$ cat config.mk
export PLATFORM = sky130hd
export DESIGN_NAME = regfile_write_arbiter
export DESIGN_NICKNAME = d
export VERILOG_FILES = /design/src/rtl/regfile_write_arbiter.sv
export SDC_FILE = /design/constraint.sdc
export NUM_CORES = 1
export LEC_CHECK = 0
export CORE_ASPECT_RATIO = 1.2
export CORE_MARGIN = 2
export CORE_UTILIZATION = 42
export DETAILED_ROUTE_END_ITERATION = 8
export PLACE_DENSITY = 0.72
export SYNTH_ARGS = -nofsm -noshare
export SYNTH_HDL_FRONTEND = slang
export SYNTH_SLANG_ARGS = --single-unit
$ cat constraint.sdc
create_clock -name clk -period 2.75 [get_ports clk]
set_input_delay 0.4125 -clock clk [delete_from_list [all_inputs] [get_ports clk]]
set_output_delay 0.4125 -clock clk [all_outputs]
set_load 0.01 [all_outputs]
$ cat src/rtl/regfile_write_arbiter.sv
// Round-robin arbiter sharing the register-file write port between ALU and load writeback.
// Each requester owns a one-entry holding slot; write-port outputs and pending map are register-based.
module regfile_write_arbiter #(
  parameter int DATA_WIDTH  = 64,
  parameter int ADDR_WIDTH  = 5,
  parameter bit ZERO_REG_EN = 1'b1
) (
  input  logic                         clk,
  input  logic                         reset,
  input  logic                         req0_valid,
  output logic                         req0_ready,
  input  logic [ADDR_WIDTH-1:0]        req0_addr,
  input  logic [DATA_WIDTH-1:0]        req0_data,
  input  logic                         req1_valid,
  output logic                         req1_ready,
  input  logic [ADDR_WIDTH-1:0]        req1_addr,
  input  logic [DATA_WIDTH-1:0]        req1_data,
  output logic [ADDR_WIDTH-1:0]        write_reg_address,
  output logic [DATA_WIDTH-1:0]        data,
  output logic                         reg_write,
  output logic                         grant_id,
  output logic [(2**ADDR_WIDTH)-1:0]   pending
);

  localparam int                    NUM_REGS  = 2**ADDR_WIDTH;
  localparam logic [ADDR_WIDTH-1:0] ZERO_ADDR = '1;

  logic                  r_slot0_full, r_slot1_full;
  logic [ADDR_WIDTH-1:0] r_slot0_addr, r_slot1_addr;
  logic [DATA_WIDTH-1:0] r_slot0_data, r_slot1_data;
  logic                  r_prio;  // 0: req0 wins a tie, 1: req1 wins a tie

  logic                  w_grant0, w_grant1, w_any_grant;
  logic                  w_fill0, w_fill1;
  logic [ADDR_WIDTH-1:0] w_win_addr;
  logic [DATA_WIDTH-1:0] w_win_data;

  // Grant depends only on registered slot state and the pointer, never on valid.
  always_comb begin
    w_grant0    = r_slot0_full & (~r_slot1_full | ~r_prio);
    w_grant1    = r_slot1_full & (~r_slot0_full |  r_prio);
    w_any_grant = w_grant0 | w_grant1;
    w_win_addr  = w_grant1 ? r_slot1_addr : r_slot0_addr;
    w_win_data  = w_grant1 ? r_slot1_data : r_slot0_data;
  end

  assign req0_ready = ~reset & (~r_slot0_full | w_grant0);
  assign req1_ready = ~reset & (~r_slot1_full | w_grant1);

  // Writes to the zero register are accepted but never occupy a slot.
  assign w_fill0 = req0_valid & req0_ready & ~(ZERO_REG_EN && (req0_addr == ZERO_ADDR));
  assign w_fill1 = req1_valid & req1_ready & ~(ZERO_REG_EN && (req1_addr == ZERO_ADDR));

  always_ff @(posedge clk) begin
    if (reset) begin
      r_slot0_full <= 1'b0;
      r_slot1_full <= 1'b0;
    end else begin
      if (w_fill0)       r_slot0_full <= 1'b1;
      else if (w_grant0) r_slot0_full <= 1'b0;
      if (w_fill1)       r_slot1_full <= 1'b1;
      else if (w_grant1) r_slot1_full <= 1'b0;
    end
  end

  // NOTE: slot payload is only meaningful while its full flag is set, so it carries no reset.
  always_ff @(posedge clk) begin
    if (w_fill0) begin
      r_slot0_addr <= req0_addr;
      r_slot0_data <= req0_data;
    end
    if (w_fill1) begin
      r_slot1_addr <= req1_addr;
      r_slot1_data <= req1_data;
    end
  end

  always_ff @(posedge clk) begin
    if (reset) begin
      reg_write         <= 1'b0;
      write_reg_address <= '0;
      data              <= '0;
      grant_id          <= 1'b0;
      r_prio            <= 1'b0;
    end else begin
      reg_write <= w_any_grant;
      if (w_any_grant) begin
        write_reg_address <= w_win_addr;
        data              <= w_win_data;
        grant_id          <= w_grant1;
        r_prio            <= w_grant0;
      end
    end
  end

  always_comb begin
    pending = '0;
    for (int r = 0; r < NUM_REGS; r++) begin
      pending[r] = (r_slot0_full && (r_slot0_addr == ADDR_WIDTH'(r)))
                 | (r_slot1_full && (r_slot1_addr == ADDR_WIDTH'(r)))
                 | (reg_write    && (write_reg_address == ADDR_WIDTH'(r)));
    end
    if (ZERO_REG_EN) pending[NUM_REGS-1] = 1'b0;
  end

endmodule

==> results of run 1 <==
where the power goes:
group / internal, W / total (W) / switching [W]
sequential: 0.00359 / 0.00370 / 0.000107
combinational: 0.000470 / 0.000789 / 0.000319
clock: 0.00162 / 0.00277 / 0.00114
cells in the final DEF (no fill, tap or decap), types with 3 or more instances in the layout:
| cell type | instances |
|---|---|
| buf_4 | 20 |
| clkbuf_16 | 21 |
| buf_12 | 5 |
| and4b_1 | 9 |
| nor2_1 | 4 |
| dfxtp_2 | 4 |
| a222oi_1 | 3 |
| dfxtp_1 | 70 |
| a22oi_1 | 29 |
| nor4bb_4 | 3 |
| inv_1 | 6 |
| and2_1 | 71 |
| clkinvlp_4 | 3 |
| nor2b_1 | 6 |
| clkbuf_1 | 3 |
| clkdlybuf4s50_1 | 245 |
| clkinv_2 | 4 |
| nand2_1 | 57 |
| nor4bb_2 | 3 |
| edfxtp_1 | 138 |
| and4_1 | 3 |
| a221o_1 | 68 |
cell type report:
class | count | area [sq um]
repair buffers | 271 | 2710
multi-input cells | 285 | 2160
fillers | 1365 | 6770
well taps | 224 | 280
inverters | 6 | 22.5
clock inverters | 12 | 119
diodes | 1 | 2.50
clock buffers | 25 | 551
flip-flops and latches | 212 | 5630
registers in the layout, summed over array words and instances, names as in the netlist:
name,cells
r_slot1_addr,5
grant_id,1
r_slot1_full,1
data,64
r_slot0_full,1
r_prio,1
write_reg_address,5
r_slot0_data,64
reg_write,1
r_slot0_addr,5
r_slot1_data,64
logic make-up (layout without fill, tap and decap cells):
group / count (synthesis) / count (layout) / synth area share [%]
other: 1 / 2 / 0.0477
AO/OA/AOI/OAI: 108 / 108 / 12.6
buffers and inverters: 42 / 314 / 2.53
flip-flops: 212 / 212 / 71.6
AND/OR/NAND/NOR: 176 / 176 / 13.2
timing repair:
item	4_1_cts	5_1_grt
resized for setup	6	13
endpoints found under the setup margin	16	20
buffers inserted	0	5
cloned	0	0
pin swaps	0	0
how the worst min path moves through the flow:
stage,end,slack (ns),depth (start not counted)
global placement,data[44],0.45,1
global route,r_slot1_data[8],0.47,1
detailed placement,data[3],0.46,1
floorplan,data[0],0.45,1
CTS,data[49],0.47,1
finish,data[54],0.47,1
metrics by stage:
step	setup TNS (ns)	hold WS [ns]	worst slack [ns]	utilization [%]	instance area [sq um]
after global placement	0	0.450	0.354	58.4	10700
after CTS	-0.114	0.466	-0.0331	62.3	11400
after detailed placement	0	0.459	0.306	58.4	10700
after global routing	-0.381	0.465	-0.0742	62.9	11500
after floorplan	0	0.448	0.394	-	7860
final	0	0.466	0.0380	62.9	11500
metal layers:
metal	vias up	track usage, %	wire length (um)
li1	2602	-	-
met1	2745	25.3	7950
met2	272	37.0	11100
met3	55	3.17	1370
met4	0	8.28	718
met5	-	0	0
==> run_results.csv, run 1 <==
group,metric,value,unit
run_status,run_status,"finished clean",
critical_path,reg2reg_slack,0.64,ns
logic_synthesis,synth.largest_area_cell,"edfxtp_1",
floorplan,initial_core_util,43.1,%
power_and_ir_drop,power,0.00725,W
critical_path,endpoint,"pending[6]",
logic_synthesis,avgSynthCellArea,14.6,sq um
critical_path,crit_cells,4,
critical_path,end_kind,"output port",
sta,finalMaxSlewViolations,0,
clocking,cts_tree,"yes",
sta,fin_skew,0.0123,ns
sta,rsz0062_at_grt,"true",
critical_path,arrival,2.30,ns
logic_synthesis,ys_seq_area_share,71.6,%
sta,fin_crit_sh,98.6,%
clocking,clk_latency,0.48,ns
logic_synthesis,synth_edf_count,138,
place,dp_hpwl,14500,um
global_routing,grt_pass1_wl,32400,um
sta,hold_viol,0,
clocking,cts-hold-fix-buffers,0,
critical_path,worst_r2r_path_depth,5,
global_routing,antenna_found_initial,1,
critical_path,cp-startpoint,"r_slot1_addr[0]",
drt,viasPerCell,5.48,
logic_synthesis,synth.distinct_cells,32,
global_routing,grt_pass1_vias,5975,
critical_path,cp_top_family,"buffers and inverters",
drt,totalWireLength,21200,um
logic_synthesis,synth_seq_cells,212,
power_and_ir_drop,ir_drop,739,uV
drt,drtIter0Drc,340,
clocking,htree_levels,1,
critical_path,cp.required,2.34,ns
drt,via_count,5674,
finish,drive_gt1_share,10.2,%
logic_synthesis,syn_nets,681,
floorplan,die_w,129,um
place,place.gp.congestion,0.872,
clocking,cts_made_buffers,21,
clocking,clk_pin_slew,0.06,ns
drt,drc,0,
critical_path,cp_slowest_stage_delay,0.53,ns
critical_path,slowest_stage,"edfxtp_1",
clocking,clockBufferDepth,3,
place,portBuffers,245,
sta,maxSlewHeadroom,29.2,%
min_path,min_path_type,"reg -> reg",
critical_path,crit_type,"reg -> out",
min_path,min_from,"r_slot0_data[54]",
critical_path,reg2reg_to,"data[42]",
floorplan,row_count,54,
clocking,clkSinkCount,212,
finish,syn_to_final_growth,45.9,%
logic_synthesis,netlist_instances,539,
drt,drtPass1Iterations,5,
logic_synthesis,async_flop_share,0,%
critical_path,path_buf_inv,2,
sta,min_period,2.71,ns
place,dpl.cell_count,993,
sta,setup_viol,0,
power_and_ir_drop,power_leakage,4.19,nW
floorplan,die_h,154,um
global_routing,grt_max_degree,41,
logic_synthesis,synthTopCellsByCount,"138 x edfxtp_1, 74 x dfxtp_1, 71 x and2_1, 68 x a221o_1, 57 x nand2_1",
sta,worst_slew_pin_slew,1.06,ns
floorplan,io_pins,247,
critical_path,path_cells,"nor4bb_2, a222oi_1, inv_1, clkdlybuf4s50_1",
logic_synthesis,yosys.area.top_type_share,52.7,%
global_routing,grt_usage,20.8,%
logic_synthesis,synthFlopType,"edfxtp_1",
critical_path,worstPathMaxFanout,9,
logic_synthesis,synth_area_leaders,"edfxtp_1 53%, dfxtp_1 19%, a221o_1 8.7%",
power_and_ir_drop,p_per_area,632,nW/um^2
finish,nets,939,
drt,avgRoutedWirePerCell,20.5,um
global_routing,overflow,0,
logic_synthesis,synth_warnings,0,
finish,instances_no_fill,1036,
critical_path,timing.rr.start,"r_slot0_full",
drt,drtAntennaViolNets,0,
critical_path,cp-start-kind,"flop",
logic_synthesis,synthesis.area,7860,sq um
run,drv_cap,0,
floorplan,die_area,19800,sq um
sta,fmax,369,MHz
clocking,root_buffer,"clkbuf_16",
floorplan,core,18200,sq um
logic_synthesis,yosysMostFrequentCell,"edfxtp_1",
Note: power is estimated with default switching activity, not from simulation.
==> run 2: changes to the inputs <==
--- a/config.mk
+++ b/config.mk
@@ -5,6 +5,7 @@
 export SDC_FILE = /design/constraint.sdc
 export NUM_CORES = 1
 export LEC_CHECK = 0
+export ABC_CLOCK_PERIOD_IN_PS = 2750
 export CORE_ASPECT_RATIO = 1.2
 export CORE_MARGIN = 2
 export CORE_UTILIZATION = 42
==> results of run 2 <==
The final DEF is identical to that of run 1; final timing and power are the same.
==> run 3: changes to the inputs <==
--- a/config.mk
+++ b/config.mk
@@ -7,7 +7,6 @@
 export LEC_CHECK = 0
 export ABC_CLOCK_PERIOD_IN_PS = 2750
 export CORE_ASPECT_RATIO = 1.2
-export CORE_MARGIN = 2
 export CORE_UTILIZATION = 42
 export DETAILED_ROUTE_END_ITERATION = 8
 export PLACE_DENSITY = 0.72
==> run 3 against run 2 <==
  * Design area barely moved
  * Utilization hardly changed
  * Global-route usage rose by 1.1 points
  * Sequential share of layout area hardly changed
  * Critical path depth did not move
  * First-iteration DRC count up 25%
  * Worst hold slack got worse by 0.0035 ns
  * Combinational power grew 0.5%
  * Via count down 0.88%
  * Maximum frequency is essentially flat
  * Largest cell class unchanged
  * Largest power group unchanged
==> run_results.csv, run 3 (synthesis results as in run 1) <==
group,metric,value,unit
finish,syn_to_final_growth,45.9,%
global_routing,grt_pass1_wl,32800,um
clocking,htree_levels,1,
critical_path,crit_type,"reg -> out",
drt,via_count,5624,
clocking,cts-hold-fix-buffers,0,
sta,rsz0062_at_grt,"true",
sta,fin_crit_sh,98.5,%
global_routing,grt_max_degree,70,
drt,drtIter0Drc,425,
place,dp_hpwl,14400,um
place,placed_area,10700,sq um
run_status,run_status,"finished clean",
place,place.gp.congestion,0.886,
finish,drive_gt1_share,9.79,%
drt,avgRoutedWirePerCell,20.9,um
clocking,root_buffer,"clkbuf_16",
clocking,cts_made_buffers,21,
floorplan,initial_core_util,43.1,%
power_and_ir_drop,power,0.00722,W
sta,hold_viol,0,
drt,drtPass1Iterations,5,
critical_path,worstPathMaxFanout,9,
global_routing,grt_usage,22.0,%
power_and_ir_drop,power_leakage,4.21,nW
critical_path,cp.required,2.34,ns
sta,min_period,2.71,ns
finish,register_area,5630,sq um
min_path,min_path_type,"in -> reg",
sta,finalMaxSlewViolations,0,
sta,setup_viol,0,
critical_path,cp-start-kind,"flop",
finish,n_antenna_cell,0,
floorplan,die_h,152,um
clocking,clk_pin_slew,0.06,ns
drt,drc,0,
sta,fin_skew,0.0197,ns
sta,maxSlewHeadroom,33.5,%
critical_path,path_cells,"nor4bb_2, a222oi_1, inv_1, clkdlybuf4s50_1",
drt,drtAntennaViolNets,0,
global_routing,antenna_found_initial,0,
run,drv_cap,0,
critical_path,slowest_stage,"edfxtp_1",
power_and_ir_drop,p_per_area,630,nW/um^2
floorplan,die_area,19300,sq um
clocking,clk_latency,0.50,ns
drt,viasPerCell,5.45,
place,portBuffers,245,
sta,fin_ws,0.0405,ns
finish,reg_top3,"data x64, r_slot0_data x64, r_slot1_data x64",
finish,fin_area,11500,sq um
critical_path,arrival,2.30,ns
floorplan,row_count,54,
drt,totalWireLength,21500,um
clocking,cts_tree,"yes",
critical_path,cp_slowest_stage_delay,0.56,ns
clocking,clockBufferDepth,3,
global_routing,grt_pass1_vias,5793,
place,dpl.cell_count,991,
finish,fillers,1378,
floorplan,core,18200,sq um
floorplan,io_pins,247,
finish,instances_no_fill,1031,
clocking,clkSinkCount,212,
global_routing,overflow,0,
sta,worst_slew_pin_slew,0.994,ns
place,dpl_worst_slack,0.290,ns
power_and_ir_drop,ir_drop,507,uV
finish,final_common_cell,"clkdlybuf4s50_1",
finish,nets,934,
critical_path,end_kind,"output port",
floorplan,die_w,127,um
finish,mostFrequentLayoutCells,"244 x clkdlybuf4s50_1, 138 x edfxtp_1, 71 x and2_1",
finish,multi_input_area,2190,sq um
sta,fmax,369,MHz
==> run 3: metal layers <==
metal | GRT usage (%) | vias to the layer above | share of wire (%)
met1 | 26.5 | 2736 | 38
met5 | 0 | - | 0
met2 | 39.3 | 249 | 53
li1 | - | 2595 | -
met4 | 8.33 | 0 | 3.4
met3 | 3.52 | 44 | 5.4
==> run 3: area by class of cell <==
type	count	share of cell area [%]
timing repair buffer	266	23.4
multi-input combinational	285	19.1
clock buffer	29	5.30
sequential	212	49.1
tap	224	2.44
inverter	6	0.196
clock inverter	9	0.437
==> run 3: path summary, 6_finish.rpt <==
check | from | to | slack, ns | cells past startpoint
max | r_slot1_addr[0] | pending[16] | 0.04 | 4
min | req0_data[35] | r_slot0_data[35] | 0.46 | 1
min reg2reg | r_slot0_data[5] | data[5] | 0.46 | 1
max reg2reg | r_slot1_full | data[43] | 0.70 | 5
==> run 3: repair_timing <==
item,CTS,global route
resized for setup,7,20
buffers inserted,0,2
setup endpoints to repair,16,16
pin swaps,0,2
==> run 3: critical path, delay by kind of cell, from the launching register on <==
kind                   cells  cell delay, ns
and+or+nand+nor            1            0.48
buffers and inverters      2            0.61
AOI/OAI and AO/OA          1            0.16
DFF                        1            0.56
==> run 3: stage by stage <==
step | setup TNS (ns) | hold WS (ns) | utilization [%]
2_1_floorplan | 0 | 0.448 | -
3_3_place_gp | 0 | 0.450 | 58.4
3_5_place_dp | 0 | 0.456 | 58.4
4_1_cts | -0.199 | 0.446 | 62.2
5_1_grt | -0.0374 | 0.447 | 62.8
6_report | 0 | 0.462 | 62.8
==> run 3: power by group <==
group	internal (W)	total [W]	switching (W)
clock network	0.00155	0.00273	0.00117
logic	0.000473	0.000793	0.000320
registers	0.00359	0.00370	0.000109
total	0.00562	0.00722	0.00160
